[config.mk]
export PLATFORM = sky130hd
export DESIGN_NAME = dmem_access_guard
export DESIGN_NICKNAME = d
export VERILOG_FILES = /design/src/rtl/dmem_guard_pkg.sv /design/src/rtl/dmem_guard_log_fifo.sv /design/src/rtl/dmem_access_guard.sv
export SDC_FILE = /design/constraint.sdc
export NUM_CORES = 1
export LEC_CHECK = 0
export ABC_AREA = 1
export ABC_CLOCK_PERIOD_IN_PS = 10400
export CAP_MARGIN = 15
export CORE_MARGIN = 5
export CORE_UTILIZATION = 58
export CTS_CLUSTER_DIAMETER = 80
export DETAILED_ROUTE_END_ITERATION = 8
export GPL_TIMING_DRIVEN = 0
export PLACE_DENSITY = 0.81
export SLEW_MARGIN = 20
export SYNTH_ARGS = -nofsm -noshare
export SYNTH_HDL_FRONTEND = slang
export SYNTH_SLANG_ARGS = --single-unit
[constraint.sdc]
create_clock -name clk_i -period 10.4 [get_ports clk_i]
set_input_delay 2.08 -clock clk_i [delete_from_list [all_inputs] [get_ports clk_i]]
set_output_delay 2.08 -clock clk_i [all_outputs]
set_load 0.005 [all_outputs]
[src/rtl/dmem_guard_pkg.sv]
`default_nettype none
// ============================================================================
// Module      : dmem_guard_pkg
// Description : Shared types and constants for the data-memory access guard.
//               Holds the region descriptor, the violation log entry layout,
//               the permission bit indices of cfg_perm_i and a window-match
//               helper used by every region slot.
// Ports       : none (package)
// Revision    : 1.0  initial release
// ============================================================================
package dmem_guard_pkg;

    localparam int c_ADDR_W = 32;
    localparam int c_DATA_W = 32;
    localparam int c_STRB_W = 4;
    localparam int c_TAG_W  = 11;

    // Bit positions inside the 3-bit {enable, write, read} permission field
    localparam int PERM_R  = 0;
    localparam int PERM_W  = 1;
    localparam int PERM_EN = 2;

    typedef struct packed {
        logic [c_ADDR_W-1:0] base;
        logic [c_ADDR_W-1:0] limit;
        logic                en;
        logic                w;
        logic                r;
    } region_t;

    typedef struct packed {
        logic [c_ADDR_W-1:0] addr;
        logic [c_DATA_W-1:0] data;
        logic [c_STRB_W-1:0] strb;
        logic [c_TAG_W-1:0]  tag;
    } log_entry_t;

    // Inclusive, unsigned window match; a disabled region never matches.
    function automatic logic region_hit(input region_t rgn, input logic [c_ADDR_W-1:0] addr);
        return rgn.en && (addr >= rgn.base) && (addr <= rgn.limit);
    endfunction

endpackage : dmem_guard_pkg
`default_nettype wire

[src/rtl/dmem_guard_log_fifo.sv]
`default_nettype none
// ============================================================================
// Module      : dmem_guard_log_fifo
// Description : Synchronous FIFO of violation log entries. Pointers carry one
//               extra wrap bit so full and empty are told apart without a
//               counter. A push into a full FIFO succeeds only when a pop
//               happens in the same cycle; otherwise it is reported on drop_o.
//               The head is taken purely from flops and forced to zero while
//               empty.
// Ports       : clk_i, rst_ni      clock, async active-low reset
//               push_i, data_i     write request and entry
//               pop_i              remove head (ignored when empty)
//               head_o             current head entry (0 when empty)
//               full_o, empty_o    occupancy flags
//               drop_o             push rejected this cycle
// Revision    : 1.0  initial release
// ============================================================================
module dmem_guard_log_fifo
    import dmem_guard_pkg::*;
#(
    parameter int DEPTH = 8
) (
    input  logic       clk_i,
    input  logic       rst_ni,
    input  logic       push_i,
    input  log_entry_t data_i,
    input  logic       pop_i,
    output log_entry_t head_o,
    output logic       full_o,
    output logic       empty_o,
    output logic       drop_o
);

    localparam int c_PTR_W = $clog2(DEPTH);

    logic [c_PTR_W:0] r_wr_ptr;
    logic [c_PTR_W:0] r_rd_ptr;
    log_entry_t       r_mem [DEPTH];

    logic w_empty;
    logic w_full;
    logic w_do_push;
    logic w_do_pop;

    assign w_empty = (r_wr_ptr == r_rd_ptr);
    assign w_full  = (r_wr_ptr[c_PTR_W] != r_rd_ptr[c_PTR_W]) &&
                     (r_wr_ptr[c_PTR_W-1:0] == r_rd_ptr[c_PTR_W-1:0]);

    // A pop frees the head slot in the same cycle, so a push into a full
    // FIFO is still taken when it coincides with a pop.
    assign w_do_pop  = pop_i & ~w_empty;
    assign w_do_push = push_i & (~w_full | w_do_pop);

    always_ff @(posedge clk_i or negedge rst_ni) begin
        if (!rst_ni) begin
            r_wr_ptr <= '0;
            r_rd_ptr <= '0;
        end else begin
            if (w_do_push) begin
                r_wr_ptr <= r_wr_ptr + {{c_PTR_W{1'b0}}, 1'b1};
            end
            if (w_do_pop) begin
                r_rd_ptr <= r_rd_ptr + {{c_PTR_W{1'b0}}, 1'b1};
            end
        end
    end

    // Storage needs no reset: contents are only visible through the
    // empty-gated head.
    always_ff @(posedge clk_i) begin
        if (w_do_push) begin
            r_mem[r_wr_ptr[c_PTR_W-1:0]] <= data_i;
        end
    end

    assign head_o  = w_empty ? '0 : r_mem[r_rd_ptr[c_PTR_W-1:0]];
    assign full_o  = w_full;
    assign empty_o = w_empty;
    assign drop_o  = push_i & ~w_do_push;

endmodule : dmem_guard_log_fifo
`default_nettype wire

[src/rtl/dmem_access_guard.sv]
`default_nettype none
// ============================================================================
// Module      : dmem_access_guard
// Description : Access guard between the core data port and the memory
//               fabric. Each load/store is checked against NUM_REGIONS
//               programmable windows (lowest index wins). Denied accesses are
//               either blocked and answered with an error response, or passed
//               through when enforce_i is low. Every violation is logged into
//               a FIFO and counted with a saturating counter.
// Ports       : clk_i, rst_ni                     clock, async active-low reset
//               core_*_i / core_*_o               core request / response side
//               mem_*_o / mem_*_i                 fabric request / response side
//               enforce_i                         1 = block denied accesses
//               cfg_we_i, cfg_idx_i, cfg_base_i,
//               cfg_limit_i, cfg_perm_i           region programming
//               log_valid_o, log_pop_i, log_*_o   violation log head and pop
//               log_overflow_o                    sticky entry-dropped flag
//               viol_count_o                      saturating violation count
//               stat_clr_i                        clear count and overflow
// Revision    : 1.0  initial release
// ============================================================================
module dmem_access_guard
    import dmem_guard_pkg::*;
#(
    parameter int NUM_REGIONS   = 4,
    parameter int LOG_DEPTH     = 8,
    parameter int CNT_W         = 16,
    parameter bit DEFAULT_ALLOW = 1'b0,
    parameter int IDX_W         = (NUM_REGIONS > 1) ? $clog2(NUM_REGIONS) : 1
) (
    input  logic                clk_i,
    input  logic                rst_ni,
    // core side
    input  logic [31:0]         core_addr_i,
    input  logic [31:0]         core_data_wr_i,
    input  logic                core_rd_i,
    input  logic [3:0]          core_wr_i,
    input  logic                core_cacheable_i,
    input  logic [10:0]         core_req_tag_i,
    output logic                core_accept_o,
    output logic [31:0]         core_data_rd_o,
    output logic                core_ack_o,
    output logic                core_error_o,
    output logic [10:0]         core_resp_tag_o,
    // memory side
    output logic [31:0]         mem_addr_o,
    output logic [31:0]         mem_data_wr_o,
    output logic                mem_rd_o,
    output logic [3:0]          mem_wr_o,
    output logic                mem_cacheable_o,
    output logic [10:0]         mem_req_tag_o,
    input  logic                mem_accept_i,
    input  logic [31:0]         mem_data_rd_i,
    input  logic                mem_ack_i,
    input  logic                mem_error_i,
    input  logic [10:0]         mem_resp_tag_i,
    // control and configuration
    input  logic                enforce_i,
    input  logic                cfg_we_i,
    input  logic [IDX_W-1:0]    cfg_idx_i,
    input  logic [31:0]         cfg_base_i,
    input  logic [31:0]         cfg_limit_i,
    input  logic [2:0]          cfg_perm_i,
    // violation log and statistics
    output logic                log_valid_o,
    input  logic                log_pop_i,
    output logic [31:0]         log_addr_o,
    output logic [31:0]         log_data_o,
    output logic [3:0]          log_strb_o,
    output logic [10:0]         log_tag_o,
    output logic                log_overflow_o,
    output logic [CNT_W-1:0]    viol_count_o,
    input  logic                stat_clr_i
);

    // ------------------------------------------------------------------------
    // Error-response state machine
    // ------------------------------------------------------------------------
    localparam logic [0:0] S_IDLE = 1'b0;
    localparam logic [0:0] S_ERR  = 1'b1;

    logic [0:0] r_state;
    logic [0:0] w_state_nxt;
    logic [10:0] r_err_tag;

    // ------------------------------------------------------------------------
    // Request classification and region decode
    // ------------------------------------------------------------------------
    logic                   w_is_store;
    logic                   w_req;
    logic [NUM_REGIONS-1:0] w_match;
    logic [NUM_REGIONS-1:0] w_rd_ok;
    logic [NUM_REGIONS-1:0] w_wr_ok;
    logic                   w_sel_r;
    logic                   w_sel_w;
    logic                   w_allowed;
    logic                   w_denied;
    logic                   w_block;
    logic                   w_err_pend;
    logic                   w_fwd;
    logic                   w_viol;

    assign w_is_store = |core_wr_i;
    assign w_req      = core_rd_i | w_is_store;

    for (genvar g = 0; g < NUM_REGIONS; g++) begin : g_region
        region_t r_region;

        always_ff @(posedge clk_i or negedge rst_ni) begin
            if (!rst_ni) begin
                r_region <= '0;
            end else if (cfg_we_i && (cfg_idx_i == IDX_W'(g))) begin
                r_region.base  <= cfg_base_i;
                r_region.limit <= cfg_limit_i;
                r_region.en    <= cfg_perm_i[PERM_EN];
                r_region.w     <= cfg_perm_i[PERM_W];
                r_region.r     <= cfg_perm_i[PERM_R];
            end
        end

        assign w_match[g] = region_hit(r_region, core_addr_i);
        assign w_rd_ok[g] = r_region.r;
        assign w_wr_ok[g] = r_region.w;
    end

    // Walk from the highest index down so the lowest matching region is the
    // last one written and therefore decides.
    always_comb begin
        w_sel_r = 1'b0;
        w_sel_w = 1'b0;
        for (int i = NUM_REGIONS - 1; i >= 0; i--) begin
            if (w_match[i]) begin
                w_sel_r = w_rd_ok[i];
                w_sel_w = w_wr_ok[i];
            end
        end
    end

    assign w_allowed  = (|w_match) ? (w_is_store ? w_sel_w : w_sel_r) : DEFAULT_ALLOW;
    assign w_denied   = w_req & ~w_allowed;
    assign w_block    = w_denied & enforce_i;
    assign w_err_pend = (r_state == S_ERR);

    // A blocked request is taken by the guard itself, so it does not wait
    // for the fabric to accept.
    assign core_accept_o = ~w_err_pend & (w_block | mem_accept_i);
    assign w_fwd         = w_req & ~w_block & ~w_err_pend;
    assign w_viol        = w_denied & core_accept_o;

    assign mem_addr_o      = w_fwd ? core_addr_i      : '0;
    assign mem_data_wr_o   = w_fwd ? core_data_wr_i   : '0;
    assign mem_rd_o        = w_fwd & core_rd_i;
    assign mem_wr_o        = w_fwd ? core_wr_i        : '0;
    assign mem_cacheable_o = w_fwd & core_cacheable_i;
    assign mem_req_tag_o   = w_fwd ? core_req_tag_i   : '0;

    // ------------------------------------------------------------------------
    // FSM: state register / next state / outputs
    // ------------------------------------------------------------------------
    always_ff @(posedge clk_i or negedge rst_ni) begin
        if (!rst_ni) begin
            r_state <= S_IDLE;
        end else begin
            r_state <= w_state_nxt;
        end
    end

    always_comb begin
        w_state_nxt = r_state;
        case (r_state)
            S_IDLE: begin
                if (w_block) begin
                    w_state_nxt = S_ERR;
                end
            end
            S_ERR: begin
                // A fabric response owns the response port this cycle; the
                // error is retried on the next free cycle.
                if (!mem_ack_i) begin
                    w_state_nxt = S_IDLE;
                end
            end
            default: w_state_nxt = S_IDLE;
        endcase
    end

    always_comb begin
        core_ack_o      = 1'b0;
        core_error_o    = 1'b0;
        core_data_rd_o  = '0;
        core_resp_tag_o = '0;
        if (mem_ack_i) begin
            core_ack_o      = 1'b1;
            core_error_o    = mem_error_i;
            core_data_rd_o  = mem_data_rd_i;
            core_resp_tag_o = mem_resp_tag_i;
        end else if (w_err_pend) begin
            core_ack_o      = 1'b1;
            core_error_o    = 1'b1;
            core_resp_tag_o = r_err_tag;
        end
    end

    always_ff @(posedge clk_i or negedge rst_ni) begin
        if (!rst_ni) begin
            r_err_tag <= '0;
        end else if ((r_state == S_IDLE) && w_block) begin
            r_err_tag <= core_req_tag_i;
        end
    end

    // ------------------------------------------------------------------------
    // Violation log and statistics
    // ------------------------------------------------------------------------
    log_entry_t w_push_entry;
    log_entry_t w_head;
    logic       w_fifo_full;
    logic       w_fifo_empty;
    logic       w_drop;

    assign w_push_entry.addr = core_addr_i;
    assign w_push_entry.data = w_is_store ? core_data_wr_i : '0;
    assign w_push_entry.strb = core_wr_i;
    assign w_push_entry.tag  = core_req_tag_i;

    dmem_guard_log_fifo #(
        .DEPTH   (LOG_DEPTH)
    ) u_log_fifo (
        .clk_i   (clk_i),
        .rst_ni  (rst_ni),
        .push_i  (w_viol),
        .data_i  (w_push_entry),
        .pop_i   (log_pop_i),
        .head_o  (w_head),
        .full_o  (w_fifo_full),
        .empty_o (w_fifo_empty),
        .drop_o  (w_drop)
    );

    assign log_valid_o = ~w_fifo_empty;
    assign log_addr_o  = w_head.addr;
    assign log_data_o  = w_head.data;
    assign log_strb_o  = w_head.strb;
    assign log_tag_o   = w_head.tag;

    logic [CNT_W-1:0] r_viol_cnt;
    logic             r_overflow;

    // A clear that coincides with a violation keeps that violation: the count
    // restarts at one and the flag reflects this cycle's push.
    always_ff @(posedge clk_i or negedge rst_ni) begin
        if (!rst_ni) begin
            r_viol_cnt <= '0;
            r_overflow <= 1'b0;
        end else if (stat_clr_i) begin
            r_viol_cnt <= w_viol ? CNT_W'(1) : '0;
            r_overflow <= w_drop;
        end else begin
            if (w_viol && !(&r_viol_cnt)) begin
                r_viol_cnt <= r_viol_cnt + CNT_W'(1);
            end
            if (w_drop) begin
                r_overflow <= 1'b1;
            end
        end
    end

    assign viol_count_o   = r_viol_cnt;
    assign log_overflow_o = r_overflow;

endmodule : dmem_access_guard
`default_nettype wire

**After elaboration in Yosys (flattened, before gate mapping)**

Memory sizes are Yosys's and may differ from the RTL's.
Index checks and enable logic that the tools add are counted.

- Register bits: 305
- RAM bits: 632
- Bits of input ports: 202
- Output and inout port bits: 224
- Memories kept: 1

- $add $sub $neg: 3
- $lt $le $gt $ge: 8
- Eq/ne operators: 6
- Multiplexer cells: 32
- Bitwise gates (word level): 20
- Reduce and logical (&&, ||, !) cells: 22

Memories:

| memory | words | bits a word | rd ports | clocked after Yosys merged registers in | write ports | line | RTL |
|---|---|---|---|---|---|---|---|
| u_log_fifo.r_mem | 8 | 79 | 1 | 0 | 1 | dmem_guard_log_fifo.sv:38 | `log_entry_t r_mem [DEPTH];` |

Operator list:

| kind | number |
|---|---|
| $ge A32 B32 Y1 | 4 |
| $le A32 B32 Y1 | 4 |
| $mux W32 | 4 |
| $mux W79 | 1 |
| $mux W11 | 3 |
| $mux W16 | 2 |
| $mux W1 | 20 |
| $add A16 B1 Y16 const B | 1 |
| $reduce_and A16 Y1 | 1 |
| $logic_and A1 B1 Y1 | 15 |
| $and A1 B1 Y1 | 11 |
| $add A4 B1 Y4 const B | 2 |
| $reduce_or A4 Y1 | 2 |
| $not A1 Y1 | 6 |
| $eq A2 B2 Y1 const B | 2 |
| $eq A4 B4 Y1 | 1 |
| $mux W4 | 1 |
| $reduce_bool A2 Y1 | 2 |
| $eq A3 B3 Y1 | 1 |
| $or A1 B1 Y1 | 3 |
| $eq A2 B1 Y1 const B | 1 |
| $logic_not A2 Y1 | 1 |
| $pmux W1 S2 | 1 |
| $logic_not A1 Y1 | 1 |
| $ne A1 B1 Y1 | 1 |

**Depth between registers and ports, before layout**

- Depth in word-level cells: 20
- Mapped depth: 27
- Gate-level depth less buffers: 26

**Hierarchy**

Synthesis repeated with hierarchy kept, for this count alone.

- Cells, all modules: 4492
- Area, all modules: 44234.9 um2

Modules (own cells, without submodules):

| module | instances | cells each | area an instance (um2) | sequential area each (um2) |
|---|---|---|---|---|
| dmem_guard_log_fifo | 1 | 1952 | 25111.6 | 19178.4 |
| dmem_access_guard | 1 | 2540 | 19123.3 | 7432.1 |

**Worst setup path after synthesis**

No wires, ideal clock.

- Path kind: in2reg
- From: in core_addr_i[31]
- To: mem u_log_fifo.r_mem[7][0] (netlist name), enable pin
- Data arrival time: 8.991 ns
- Required time: 9.787 ns
- Slack: 0.796 ns
- Stages: 15
- Path buffers: 0
- Path through: ha_1 nand2_1 nor2_1 inv_1 nor3_1 nand2_1 nand3_1 nand3_1 nand3_1 nand3_1 nand3_1 nand2_1 nand2_2 o2111ai_4 nor3_1

- Word-level cells in the longest chain between the ends: 18

Ends and longest elaborated chain:

| item | line | RTL |
|---|---|---|
| start, declared | dmem_access_guard.sv:34 | `input logic [31:0] core_addr_i,` |
| $ge A32 B32 Y1 | dmem_guard_pkg.sv:40 | `return rgn.en && (addr >= rgn.base) && (addr <= rgn.limit);` |
| $logic_and A1 B1 Y1 (2 in a row) | dmem_guard_pkg.sv:40 |  |
| $mux W1 (4 in a row) | dmem_access_guard.sv:132 | `if (w_match[i]) begin` |
| $mux W1 | dmem_access_guard.sv:139 | `assign w_allowed = (\|w_match) ? (w_is_store ? w_sel_w : w_sel_r) : DEFAULT_ALLOW;` |
| $mux W1 * | dmem_access_guard.sv:139 |  |
| $not A1 Y1 * | dmem_access_guard.sv:140 | `assign w_denied = w_req & ~w_allowed;` |
| $and A1 B1 Y1 * | dmem_access_guard.sv:140 |  |
| $and A1 B1 Y1 | dmem_access_guard.sv:141 | `assign w_block = w_denied & enforce_i;` |
| $or A1 B1 Y1 | dmem_access_guard.sv:146 | `assign core_accept_o = ~w_err_pend & (w_block \| mem_accept_i);` |
| $and A1 B1 Y1 | dmem_access_guard.sv:146 |  |
| $and A1 B1 Y1 * | dmem_access_guard.sv:148 | `assign w_viol = w_denied & core_accept_o;` |
| $and A1 B1 Y1 * | dmem_guard_log_fifo.sv:52 | `assign w_do_push = push_i & (~w_full \| w_do_pop);` |
| $mux W1 * | dmem_guard_log_fifo.sv:71 | `if (w_do_push) begin` |
| $mux W1 (not written as such) * | dmem_guard_log_fifo.sv:72 | `r_mem[r_wr_ptr[c_PTR_W-1:0]] <= data_i;` |
| end, declared | dmem_guard_log_fifo.sv:38 |  |

Every way passes the cells marked *; elsewhere a longest branch is shown, timed or not.

**Final worst setup path**

- From: in core_addr_i[25]
- To: out mem_cacheable_o

- Word-level cells in the longest chain between the ends: 16

Ends and longest elaborated chain:

| item | line | RTL |
|---|---|---|
| $ge A32 B32 Y1 | dmem_guard_pkg.sv:40 |  |
| $logic_and A1 B1 Y1 (2 in a row) | dmem_guard_pkg.sv:40 |  |
| $mux W1 (4 in a row) | dmem_access_guard.sv:132 |  |
| $mux W1 | dmem_access_guard.sv:139 |  |
| $mux W1 * | dmem_access_guard.sv:139 |  |
| $not A1 Y1 * | dmem_access_guard.sv:140 |  |
| $and A1 B1 Y1 * | dmem_access_guard.sv:140 |  |
| $and A1 B1 Y1 * | dmem_access_guard.sv:141 |  |
| $not A1 Y1 * | dmem_access_guard.sv:147 | `assign w_fwd = w_req & ~w_block & ~w_err_pend;` |
| $and A1 B1 Y1 * (2 in a row) | dmem_access_guard.sv:147 |  |
| $and A1 B1 Y1 * | dmem_access_guard.sv:154 | `assign mem_cacheable_o = w_fwd & core_cacheable_i;` |
| end, declared | dmem_access_guard.sv:50 | `output logic mem_cacheable_o,` |

Marks and branches as above.

==> impl_results.md <==
- Outcome: completed
- Buffers on Ports: 424
- EDFF count, synth: 632
- Setup CP Type: input pin to output pin
- Final setup fails: 0
- Num ports: 426
- Layout Nets: 5419
- Post-CTS setup repair buffer count: 0
- Commonest non-fill, non-tap cell in the layout: o21ai_0
- Filler Cells Inserted: 5112
- Max clock buf depth: 3
- Power density cells: 247 nW/um2
- Root Driver: clkbuf_16
- CP required: 8.32 ns
- Commonest cells after routing, fill and taps aside: o21ai_0, nor2_1, edfxtp_1
- Layout cells sized above 1: 0.0427
- Core ar.: 74700 um2
- WL per Instance: 21.1 um
- Clk slew on worst S/H paths: 0.06 ns
- Drt drc: 0
- Non-Filler Instances: 6011
- Via count: 34.9k
- GP Congestion: 0.920
- CTS tree: yes
- Worst Skew: 0.0386 ns
- Min cycle time layout: 10.10 ns
- Post-Syn Instances: 4398
- CP arrival: 8.02 ns
- Grt total ovfl: 0
- FFs w/ async S/R, synth: 0.326
- Startpoint types: input pin
- RSZ-0062 raised after global routing: false
- Hold buffer count at cts: 0
- Total GRT Usage: 0.305
- MaxCap Viol Count: 0
- Total wire length: 127000 um
- Max-slew violations: 0
- Synth Cell Area: 43800 um2
- Cell variety after synth: 38
- Synth Register Bits: 937
- Seq/Total Area, Yosys: 0.607
- Final hold vios: 0
- CTS Buf Count: 94
- Critical path endpoint category: output pin
- Placed cell count: 5831
- Largest net degree at the start of global routing: 102
- Worst Max-Slew Pin Slew: 1.20 ns
- Chip Width: 285 um
- DRT iter0 DRCs: 3819
- Setup TNS: 0 ns
- Post-DP HPWL: 88300 um
- CTS sink cnt: 937
- Starting density of the core: 0.586
- Die area: 81100 um2
- Worst VDD drop: 210 uV
- DIE HEIGHT: 285 um
- Pre-Repair DR Iteration Count: 6
- FP Rows: 100
- Top FF cell, synth: edfxtp_1
- Leak: 22.1 nW
- HP Class: flop to flop
- DR vias/cell: 5.81
- Rel. slew slack: 0.199
- F_max: 99.0 MHz
- Worst-path maximum fanout: 17
- Initial antenna violation count: 3
- Number of gates resized after CTS: 0
- Area growth syn-to-layout: 22.0%
- Fin crit share: 0.972
- Mean Syn Cell Area: 9.96 um2
- Mapped Nets: 4859
- H-tree depth: 3
- Post-detailed-route count of antenna-violating nets: 0
- Ys Warns: 0
- Number of global-route vias before repair: 34.8k
- Global-route wire length before repair: 193000 um
- Clock latency on the worst-skew pair: 0.67 ns
## Yosys cell counts, types with 4 or more instances
cell      number  share of area
nor3_1         6        0.00069
dfrtp_1      305           0.17
o22ai_1       80          0.011
xor2_1        10         0.0020
a21o_1         6         0.0010
nand3_1       57         0.0065
nand3b_1       9         0.0015
a21oi_1      123          0.014
xnor2_1        6         0.0012
a31oi_1       80          0.011
nor2_1       677          0.058
o21a_1        12         0.0021
nand2_1      617          0.053
o21ai_0      726          0.083
buf_1          4        0.00034
ha_1         259          0.074
edfxtp_1     632           0.43
inv_1        531          0.045
buf_2          9         0.0010
nand4_1       26         0.0037
clkbuf_1     195          0.017
## flip-flops by register name, summed over array words and instances (netlist names)
signal and count:
g_region.r_region 268, log_overflow_o 1, r_err_tag 11, r_state 1
u_log_fifo.r_mem 632, u_log_fifo.r_rd_ptr 4, u_log_fifo.r_wr_ptr 4, viol_count_o 16
## per-layer routing
metal | part of all wire | GRT usage | vias up
met2 | 0.49 | 0.518 | 1869
met5 | 0.00011 | 0 | -
met3 | 0.088 | 0.0589 | 395
li1 | - | - | 16013
met1 | 0.36 | 0.374 | 16644
met4 | 0.055 | 0.155 | 2
## kinds of logic (layout without fill, tap and decap cells)
group                      count (synthesis)  in the layout  share of synthesized area
AOI/OAI and AO/OA                       1035           1035                      0.125
buffers and inverters                    744           1386                     0.0643
and+or+nand+nor                         1407           1407                      0.126
xor gates and xnor gates                  16             16                    0.00320
adders and majority gates                259            259                     0.0740
other                                      0              2                          0
DFF                                      937            937                      0.607
## final timing paths
check / from / endpoint / slack (ns) / cells after the start
max: core_addr_i[25] / mem_cacheable_o / 0.30 / 17
min: g_region[3].r_region[0]$_DFFE_PN0P_ / g_region[3].r_region[0]$_DFFE_PN0P_ / 0.48 / 2
max reg2reg: g_region[0].r_region[28]$_DFFE_PN0P_ / u_log_fifo.r_mem[2][49]$_DFFE_PP_ / 5.28 / 19
min reg2reg: g_region[3].r_region[0]$_DFFE_PN0P_ / g_region[3].r_region[0]$_DFFE_PN0P_ / 0.48 / 2
max in group asynchronous: rst_ni / g_region[2].r_region[13]$_DFFE_PN0P_ / 7.44 / 4
min in group asynchronous: rst_ni / viol_count_o[9]$_DFFE_PN0P_ / 1.25 / 1
## report_power, final
group	switching [mW]	internal [mW]	total, mW	leakage, nW
registers	0.191	4.56	4.75	9.56
clock network	1.47	2.07	3.54	1.56
logic	3.05	1.87	4.92	11.0
## worst max-delay path: stages
cell	delay, ns
clkdlybuf4s50_1	0.98
ha_1	0.61
nand2_1	0.06
nor2_1	0.19
nand2_1	0.13
nor4_1	0.54
nand4_1	0.28
nand2_1	0.22
nand3_1	0.14
o21bai_1	0.18
nand2_1	0.08
nand2_2	0.16
nand3_1	0.16
nand3_1	0.87
buf_2	0.65
nor2_1	0.18
clkdlybuf4s50_1	0.52
## through the flow
step	cell area [um2]	hold WS [ns]	util	setup slack (ns)	power [mW]
floorplan	43800	0.445	-	0.796	7.20
global placement	49300	0.458	0.659	-5.91	9.38
detailed placement	50200	0.466	0.672	0.396	9.62
CTS	53500	0.479	0.716	0.389	13.2
global route	53500	0.498	0.716	0.321	13.8
finish	53500	0.480	0.716	0.296	13.2
## cell type report
type,count,area [um2],share of cell area
flip-flops and latches,937,26600,0.498
multi-input cells,2717,14400,0.270
repair buffers,464,5120,0.0957
clock buffers,125,2550,0.0477
inverters,534,2000,0.0375
well taps,969,1210,0.0227
plain buffers,210,811,0.0152
clock inverters,53,714,0.0134
diodes,2,5.00,0.0000936
No activity file was read; power rests on OpenSTA's default activity.
